### src/rtl/onchip_mem_pkg.sv
// Shared constants, FSM state type and address-wrap helper for the on-chip
// RAM stream reader.
package onchip_mem_pkg;

    localparam int unsigned MEM_ADDR_W = 13;
    localparam int unsigned MEM_DATA_W = 32;
    localparam int unsigned MEM_DEPTH  = 6500;

    typedef enum logic [1:0] {
        IDLE,
        RUN,
        DRAIN,
        DONE
    } state_e;

    // The RAM is not a power of two deep, so the word address wraps explicitly.
    function automatic int unsigned next_addr(input int unsigned addr,
                                              input int unsigned depth = MEM_DEPTH);
        return (addr >= depth - 1) ? 0 : addr + 1;
    endfunction

endpackage

### src/rtl/stream_skid_fifo.sv
// Small shift-style FIFO whose head is always entry 0, so the stream
// data/valid come straight from registers.
module stream_skid_fifo #(
    parameter int unsigned DATA_W = 32,
    parameter int unsigned DEPTH  = 2
) (
    input  logic                         clk,
    input  logic                         rst_n,
    input  logic                         push_i,
    input  logic [DATA_W-1:0]            push_data_i,
    input  logic                         pop_i,
    output logic [DATA_W-1:0]            head_data_o,
    output logic                         head_valid_o,
    output logic [$clog2(DEPTH+1)-1:0]   occ_o
);

    localparam int unsigned OCC_W = $clog2(DEPTH + 1);

    logic [DATA_W-1:0] buf_q [DEPTH];
    logic [DATA_W-1:0] buf_d [DEPTH];
    logic [OCC_W-1:0]  occ_q, occ_d;
    logic [OCC_W-1:0]  wr_idx;
    logic              pop;

    assign pop    = pop_i && (occ_q != '0);
    // A simultaneous pop shifts the queue first, so the push lands one slot lower.
    assign wr_idx = occ_q - OCC_W'(pop);

    always_comb begin
        buf_d = buf_q;
        if (pop) begin
            for (int unsigned i = 0; i < DEPTH - 1; i++) begin
                buf_d[i] = buf_q[i+1];
            end
            buf_d[DEPTH-1] = '0;
        end
        for (int unsigned i = 0; i < DEPTH; i++) begin
            if (push_i && (wr_idx == OCC_W'(i))) begin
                buf_d[i] = push_data_i;
            end
        end
        occ_d = occ_q + OCC_W'(push_i) - OCC_W'(pop);
    end

    always_ff @(posedge clk or negedge rst_n) begin
        if (!rst_n) begin
            for (int unsigned i = 0; i < DEPTH; i++) begin
                buf_q[i] <= '0;
            end
            occ_q <= '0;
        end else begin
            buf_q <= buf_d;
            occ_q <= occ_d;
        end
    end

    assign head_data_o  = buf_q[0];
    assign head_valid_o = (occ_q != '0);
    assign occ_o        = occ_q;

    overflow_a: assert property (@(posedge clk) disable iff (!rst_n)
        !(push_i && !pop && (occ_q == OCC_W'(DEPTH))));

endmodule

### src/rtl/onchip_mem_stream_reader.sv
// Avalon-MM read master for the CPU on-chip RAM: reads a word window
// sequentially and presents it on a valid/ready stream.
module onchip_mem_stream_reader
    import onchip_mem_pkg::*;
#(
    parameter int unsigned ADDR_W    = MEM_ADDR_W,
    parameter int unsigned DATA_W    = MEM_DATA_W,
    parameter int unsigned DEPTH     = MEM_DEPTH,
    parameter int unsigned BUF_DEPTH = 2
) (
    input  logic              clk,
    input  logic              reset_n,
    input  logic              start,
    input  logic [ADDR_W-1:0] base_addr,
    input  logic [ADDR_W-1:0] word_count,
    output logic              busy,
    output logic              done,
    output logic [ADDR_W-1:0] mem_address,
    output logic              mem_chipselect,
    output logic              mem_write,
    output logic [3:0]        mem_byteenable,
    output logic              mem_clken,
    input  logic [DATA_W-1:0] mem_readdata,
    output logic [DATA_W-1:0] out_data,
    output logic              out_valid,
    input  logic              out_ready
);

    localparam int unsigned OCC_W = $clog2(BUF_DEPTH + 1);

    state_e            state_q, state_d;
    logic [ADDR_W-1:0] addr_q, addr_d;
    logic [ADDR_W-1:0] remain_q, remain_d;
    logic              inflight_q;
    logic              issue;
    logic              handshake;
    logic [OCC_W-1:0]  occ;

    assign handshake = out_valid & out_ready;
    // No waitrequest on the RAM: only issue when the returning word is sure to fit.
    assign issue = (state_q == RUN) &&
                   ((32'(occ) + 32'(inflight_q)) < (BUF_DEPTH + 32'(handshake)));

    always_ff @(posedge clk or negedge reset_n) begin
        if (!reset_n) begin
            state_q    <= IDLE;
            addr_q     <= '0;
            remain_q   <= '0;
            inflight_q <= 1'b0;
        end else begin
            state_q    <= state_d;
            addr_q     <= addr_d;
            remain_q   <= remain_d;
            inflight_q <= issue;
        end
    end

    always_comb begin
        state_d  = state_q;
        addr_d   = addr_q;
        remain_d = remain_q;
        case (state_q)
            IDLE: begin
                if (start) begin
                    addr_d   = base_addr;
                    remain_d = word_count;
                    state_d  = (word_count == '0) ? DONE : RUN;
                end
            end
            RUN: begin
                if (issue) begin
                    addr_d   = ADDR_W'(next_addr(32'(addr_q), DEPTH));
                    remain_d = remain_q - ADDR_W'(1);
                    if (remain_q == ADDR_W'(1)) begin
                        state_d = DRAIN;
                    end
                end
            end
            DRAIN: begin
                if (!inflight_q && ((occ == '0) || ((occ == OCC_W'(1)) && handshake))) begin
                    state_d = DONE;
                end
            end
            DONE:    state_d = IDLE;
            default: state_d = IDLE;
        endcase
    end

    always_comb begin
        busy           = (state_q == RUN) || (state_q == DRAIN);
        done           = (state_q == DONE);
        mem_chipselect = issue;
        mem_address    = issue ? addr_q : '0;
    end

    assign mem_write      = 1'b0;
    assign mem_byteenable = 4'hF;
    assign mem_clken      = reset_n;

    stream_skid_fifo #(
        .DATA_W (DATA_W),
        .DEPTH  (BUF_DEPTH)
    ) u_out_buf (
        .clk          (clk),
        .rst_n        (reset_n),
        .push_i       (inflight_q),
        .push_data_i  (mem_readdata),
        .pop_i        (handshake),
        .head_data_o  (out_data),
        .head_valid_o (out_valid),
        .occ_o        (occ)
    );

endmodule

### config.mk
export PLATFORM = sky130hd
export DESIGN_NAME = onchip_mem_stream_reader
export DESIGN_NICKNAME = d
export VERILOG_FILES = /design/src/rtl/onchip_mem_pkg.sv /design/src/rtl/stream_skid_fifo.sv /design/src/rtl/onchip_mem_stream_reader.sv
export SDC_FILE = /design/constraint.sdc
export NUM_CORES = 1
export LEC_CHECK = 0
export CAP_MARGIN = 20
export CORE_MARGIN = 3
export CORE_UTILIZATION = 40
export CTS_CLUSTER_SIZE = 8
export DETAILED_ROUTE_END_ITERATION = 7
export PLACE_DENSITY = 0.66
export SLEW_MARGIN = 10
export SYNTH_ARGS = -nofsm -noshare
export SYNTH_HDL_FRONTEND = slang
export SYNTH_SLANG_ARGS = --single-unit
### constraint.sdc
create_clock -name clk -period 2.55 [get_ports clk]
set_input_delay 0.51 -clock clk [delete_from_list [all_inputs] [get_ports clk]]
set_output_delay 0.51 -clock clk [all_outputs]
set_load 0.01 [all_outputs]
==> results_dict.tcl, run 1 <==
set metrics [dict create \
    route.vias.total 4385 \
    yosys.area.top_type_share_pct 45.6 \
    path_class "flip-flop to output port" \
    crit_buf_inv 2 \
    grt_max_degree 65 \
    rsz0062_at_grt "no" \
    slew_viol_final 0 \
    relSlewSlack_pct 42.8 \
    worst_pin_slew_ps 858 \
    fp.coreArea_um2 12700 \
    htreeDepth 3 \
    layout_commonest_cell "clkdlybuf4s50_1" \
    io_pins 117 \
    p_per_area_nw_per_um2 1170 \
    track_usage_pct 17.3 \
    status "completed" \
    clkPwrFrac_pct 17.7 \
    ctsHoldBuffers 0 \
    worstPathCellList "ha_1 -> ha_4 -> o21ai_2 -> and3b_2 -> buf_12 -> and2_1 -> buf_2" \
    intPower_uw 4720 \
    die_h_um 120 \
    min_period_over_period_pct 96.5 \
    skew_ps 10.0 \
    slowest_stage "dfrtp_1" \
    cpPeakStageDelay_ps 380 \
    avgRoutedWirePerCell_um 15.0 \
    fin_cells 832 \
    routed_wirelength_mm 12.4 \
    postSynthCellCount 579 \
    hold_viol 0 \
    numClockSinks 95 \
    clockRootBuffer "clkbuf_16" \
    clock_path_buffers 2 \
    setup_viol 0 \
    drc 0 \
    yosysSeqAreaShare_pct 45.6 \
    p_leak_uw 0.00316 \
    swShare_pct 39.2 \
    die_area_um2 14500 \
    drive_gt1_share_pct 10.5 \
    worstPathMaxFanout 15 \
    synth_top_area_cell "dfrtp_1" \
    portBuffers 111 \
    period_needed_ps 2460 \
    area_delta_synth_final_pct 26.9 \
    grt_use_met1_pct 23.9 \
    use_met3_pct 3.23 \
    final_cell_mix "96 x clkdlybuf4s50_1, 95 x dfrtp_1, 77 x nand2_1, 47 x a21oi_1, 42 x nor2_1" \
    crit_required_ps 2040 \
    syn_area_per_cell_um2 9.01 \
    max_freq_mhz 406 \
    async_reset_ff_share_pct 100 \
    crit_family "adder cells" \
    antenna_found_initial 0 \
    layout.nets 729 \
    dpl.hpwl_mm 8.75 \
    seqPwrFrac_pct 33.6 \
    start_kind "flip-flop" \
    cap_violations 0 \
    synth_area_leaders "dfrtp_1 46%, mux2i_1 6.3%, nand2_1 5.5%" \
    min_path_type "primary input to async pin" \
    grt-busiest-layer "met2" \
    antenna_cells 0 \
    dieWidth_um 120 \
    ys.flop_type "dfrtp_1" \
    synthDistinctLibCells 55 \
    insertion_delay_ps 350 \
    cts_buffers 9 \
    setup.worst_path.end_class "output port" \
    drt_iter0_markers 327 \
    start_util_pct 41.2 \
    yosys_warnings 0 \
    synth_edf_count 0 \
    switching_power_uw 3040 \
    via_per_inst 5.27 \
    clk_pin_slew_ps 70 \
    placed_area_um2 6370 \
    irDropWorstVdd_mv 0.503 \
    ant_nets 0 \
    cp.arrival_ps 1950 \
    ys_seq_elements 95 \
    grt_pass1_wl_mm 20.4 \
    rows 41 \
    syn_area_um2 5220 \
    final_cell_area_um2 6630 \
    place.gp.congestion 0.811 \
    grt_pass1_vias 4127 \
    drt_first_pass_iters 4 \
    dp_cells 816 \
    pwr-share-comb_pct 48.7 \
    overflow 0 \
    cts_tree "built" \
    grtUsageMet2_pct 27.4 \
]
per-stage QoR:
step                hold slack (ps)  util [%]  setup slack, ps  TNS (ps)  power (uW)
global placement                478      50.3             -286     -3860        6350
floorplan                       214         -             67.1         0        5110
detailed placement              483      50.3             -367     -4720        6500
global route                    389      52.3            0.608         0        8400
CTS                             365      52.2             48.2         0        7830
finish                          337      52.3             88.4         0        7770
final cells by class:
cell class	instances	area (um2)
clock buffers	9	225
repair buffers	138	1280
fillers	1212	6050
well taps	172	215
multi-input cells	390	2370
clock inverters	7	77.6
flip-flops and latches	95	2380
inverters	21	78.8
power by group through the flow:
stage / logic, uW / registers, uW / clock network (uW)
2_1_floorplan: 2620 / 2490 / 0
3_3_place_gp: 3740 / 2600 / 0
3_5_place_dp: 3870 / 2630 / 0
4_1_cts: 3820 / 2600 / 1410
5_1_grt: 4230 / 2690 / 1470
6_report: 3780 / 2610 / 1370
cells by family (layout without fill, tap and decap cells):
family,after synthesis,count (layout),synth area share (%)
xor gates and xnor gates,2,2,0.336
DFF,95,95,45.6
muxes,33,33,6.33
adders and majority gates,12,12,2.88
AOI/OAI and AO/OA,120,120,14.7
buffers and inverters,97,175,9.93
other,2,5,0.144
and+or+nand+nor,218,218,20.1
synth_stat cells (4+ instances only):
cell       number
or4_1           4
a22o_1          8
nor2b_1         4
a21oi_1        47
nand3_1        41
and3_1          8
inv_1          21
dfrtp_1        95
and2_1         14
o22ai_1         5
ha_1           12
a2bb2oi_1       7
nor2_1         42
nand2_1        77
buf_2           8
clkbuf_1       25
buf_4          38
o21ai_0        22
mux2i_1        33
o32ai_1         9
buf_1           4
final timing paths:
path | start | to | slack [ps] | cells past startpoint
max | inflight_q$_DFF_PN0_ | mem_address[6] | 90 | 7
min | reset_n | u_out_buf.buf_q[6]$_DFFE_PN0P_ | 340 | 2
max reg2reg | addr_q[9]$_DFFE_PN0P_ | addr_q[6]$_DFFE_PN0P_ | 250 | 6
min reg2reg | u_out_buf.buf_q[2]$_DFFE_PN0P_ | u_out_buf.buf_q[2]$_DFFE_PN0P_ | 500 | 2
max in group asynchronous | reset_n | u_out_buf.buf_q[3]$_DFFE_PN0P_ | 1180 | 3
min in group clk | u_out_buf.buf_q[2]$_DFFE_PN0P_ | u_out_buf.buf_q[2]$_DFFE_PN0P_ | 500 | 2
sequential cells by signal (all words and copies together), names as in the netlist:
signal                 count
addr_q                    13
remain_q                  13
u_out_buf.buf_q           32
u_out_buf.occ_o            2
inflight_q                 1
u_out_buf.head_data_o     32
state_q                    2
per-layer routing:
layer	part of all wire [%]	wire length, um
met1	46	5690
met2	47	5880
met3	5.4	674
met4	1.6	204
met5	0	0
worst reg2reg max path, cell delays in order (launching register included):
cell	delay [ps]
dfrtp_1	450
nor4bb_1	450
o311ai_2	190
o21bai_1	460
buf_4	260
o21ai_0	100
a211o_1	300
what timing repair did:
| action | in CTS | in global routing |
|---|---|---|
| setup buffers | 0 | 0 |
| pin swaps | 2 | 1 |
| hold endpoints to repair | 0 | 0 |
| endpoints found under the setup margin | 14 | 14 |
| gates resized for setup | 56 | 1 |
Power figures use the tool's default switching activity.
==> inputs of run 2 (changes only) <==
Settings changed: SKIP_CTS_REPAIR_TIMING set to 1, SLEW_MARGIN 10 to 20.
==> results_dict.tcl, run 2 (synthesis gave the netlist of run 1 again) <==
set metrics [dict create \
    r2r-start "addr_q[9]$_DFFE_PN0P_" \
    rows 41 \
    start_kind "flip-flop" \
    period_needed_ps 2460 \
    cts_buffers 9 \
    fin_ws_ps 92.8 \
    drive_gt1_share_pct 8.79 \
    die_h_um 120 \
    placed_area_um2 6370 \
    irDropWorstVdd_mv 0.502 \
    insertion_delay_ps 350 \
    clk_pin_slew_ps 70 \
    worstPathMaxFanout 15 \
    worst_pin_slew_ps 862 \
    slew_viol_final 0 \
    clock_path_buffers 2 \
    via_per_inst 5.29 \
    setup_viol 0 \
    routed_wirelength_mm 12.5 \
    start_util_pct 41.2 \
    die_area_um2 14500 \
    dpl.hpwl_mm 8.75 \
    path_class "flip-flop to output port" \
    track_usage_pct 17.3 \
    final_cell_mix "96 x clkdlybuf4s50_1, 95 x dfrtp_1, 77 x nand2_1, 47 x a21oi_1, 42 x nor2_1" \
    skew_ps 9.53 \
    min_period_over_period_pct 96.4 \
    fin_cells 832 \
    max_freq_mhz 407 \
    antenna_cells 0 \
    min_path_type "primary input to async pin" \
    hold_ws_ps 336 \
    io_pins 117 \
    htreeDepth 3 \
    drt_iter0_markers 338 \
    multi_input_area_um2 2370 \
    reg2reg_slack_ps 270 \
    fp.coreArea_um2 12700 \
    setup.worst_path.end_class "output port" \
    drt_first_pass_iters 4 \
    cp.arrival_ps 1950 \
    ant_nets 0 \
    ff_latch_area_um2 2380 \
    hold_viol 0 \
    avgRoutedWirePerCell_um 15.0 \
    p_leak_uw 0.00335 \
    layout_commonest_cell "clkdlybuf4s50_1" \
    reg2reg_to "addr_q[6]$_DFFE_PN0P_" \
    cts_tree "built" \
    p_per_area_nw_per_um2 1170 \
    portBuffers 111 \
    numClockSinks 95 \
    crit_required_ps 2040 \
    status "completed" \
    dieWidth_um 120 \
    route.vias.total 4401 \
    drc 0 \
    place.gp.congestion 0.811 \
    layout.nets 729 \
    area_delta_synth_final_pct 28.8 \
    clockRootBuffer "clkbuf_16" \
    grt_max_degree 65 \
    fill_cells 1199 \
    grt_pass1_wl_mm 20.4 \
    cap_violations 0 \
    overflow 0 \
    relSlewSlack_pct 42.5 \
    dp_cells 816 \
    final_cell_area_um2 6720 \
    grt_pass1_vias 4135 \
    pre_cts_ws_ps -367 \
    antenna_found_initial 0 \
    r2r_cells 6 \
]
run 2: how the worst max path moves through the flow:
stage / cells after the start / endpoint / startpoint / slack, ps
floorplan: 11 / u_out_buf.buf_q[1]$_DFFE_PN0P_ / out_ready / 70
global placement: 7 / mem_address[1] / out_ready / -290
detailed placement: 7 / mem_address[6] / out_ready / -370
CTS: 7 / mem_address[6] / inflight_q$_DFF_PN0_ / -390
global route: 7 / mem_address[1] / inflight_q$_DFF_PN0_ / -6
finish: 7 / mem_address[1] / inflight_q$_DFF_PN0_ / 90
run 2: through the flow:
step	TNS, ps	total power (uW)	util (%)
finish	0	7830	53.0
global route	-5.58	8460	53.0
CTS	-5080	7890	52.7
detailed placement	-4720	6500	50.3
global placement	-3860	6350	50.3
floorplan	0	5110	-
run 2: metal layers:
layer	share of wire, %	wire, um	vias to the layer above	track usage [%]
met5	0	0	-	0
met4	1.6	204	0	6.23
met3	5.0	623	13	3.23
met2	47	5920	97	27.4
met1	46	5720	2154	23.9
li1	-	-	2137	-
run 2: cell type report:
class / instances / area share, %
clock buffers: 9 / 3.35
repair buffers: 138 / 20.5
well taps: 172 / 3.20
multi-input cells: 390 / 35.3
clock inverters: 7 / 1.15
flip-flops and latches: 95 / 35.4
inverters: 21 / 1.17
run 2: critical path: stages (launching register included):
cell            delay, ps
dfrtp_1               390
ha_2                  200
ha_4                  270
o21ai_2                50
and3b_2               230
buf_12                140
and2_1                160
dlymetal6s2s_1        170
run 2: power by group:
part           leakage, uW  total (uW)  internal [uW]  switching [uW]
logic              0.00198        3850           1890            1960
registers          0.00123        2610           2120             493
clock network     0.000147        1370            771             604
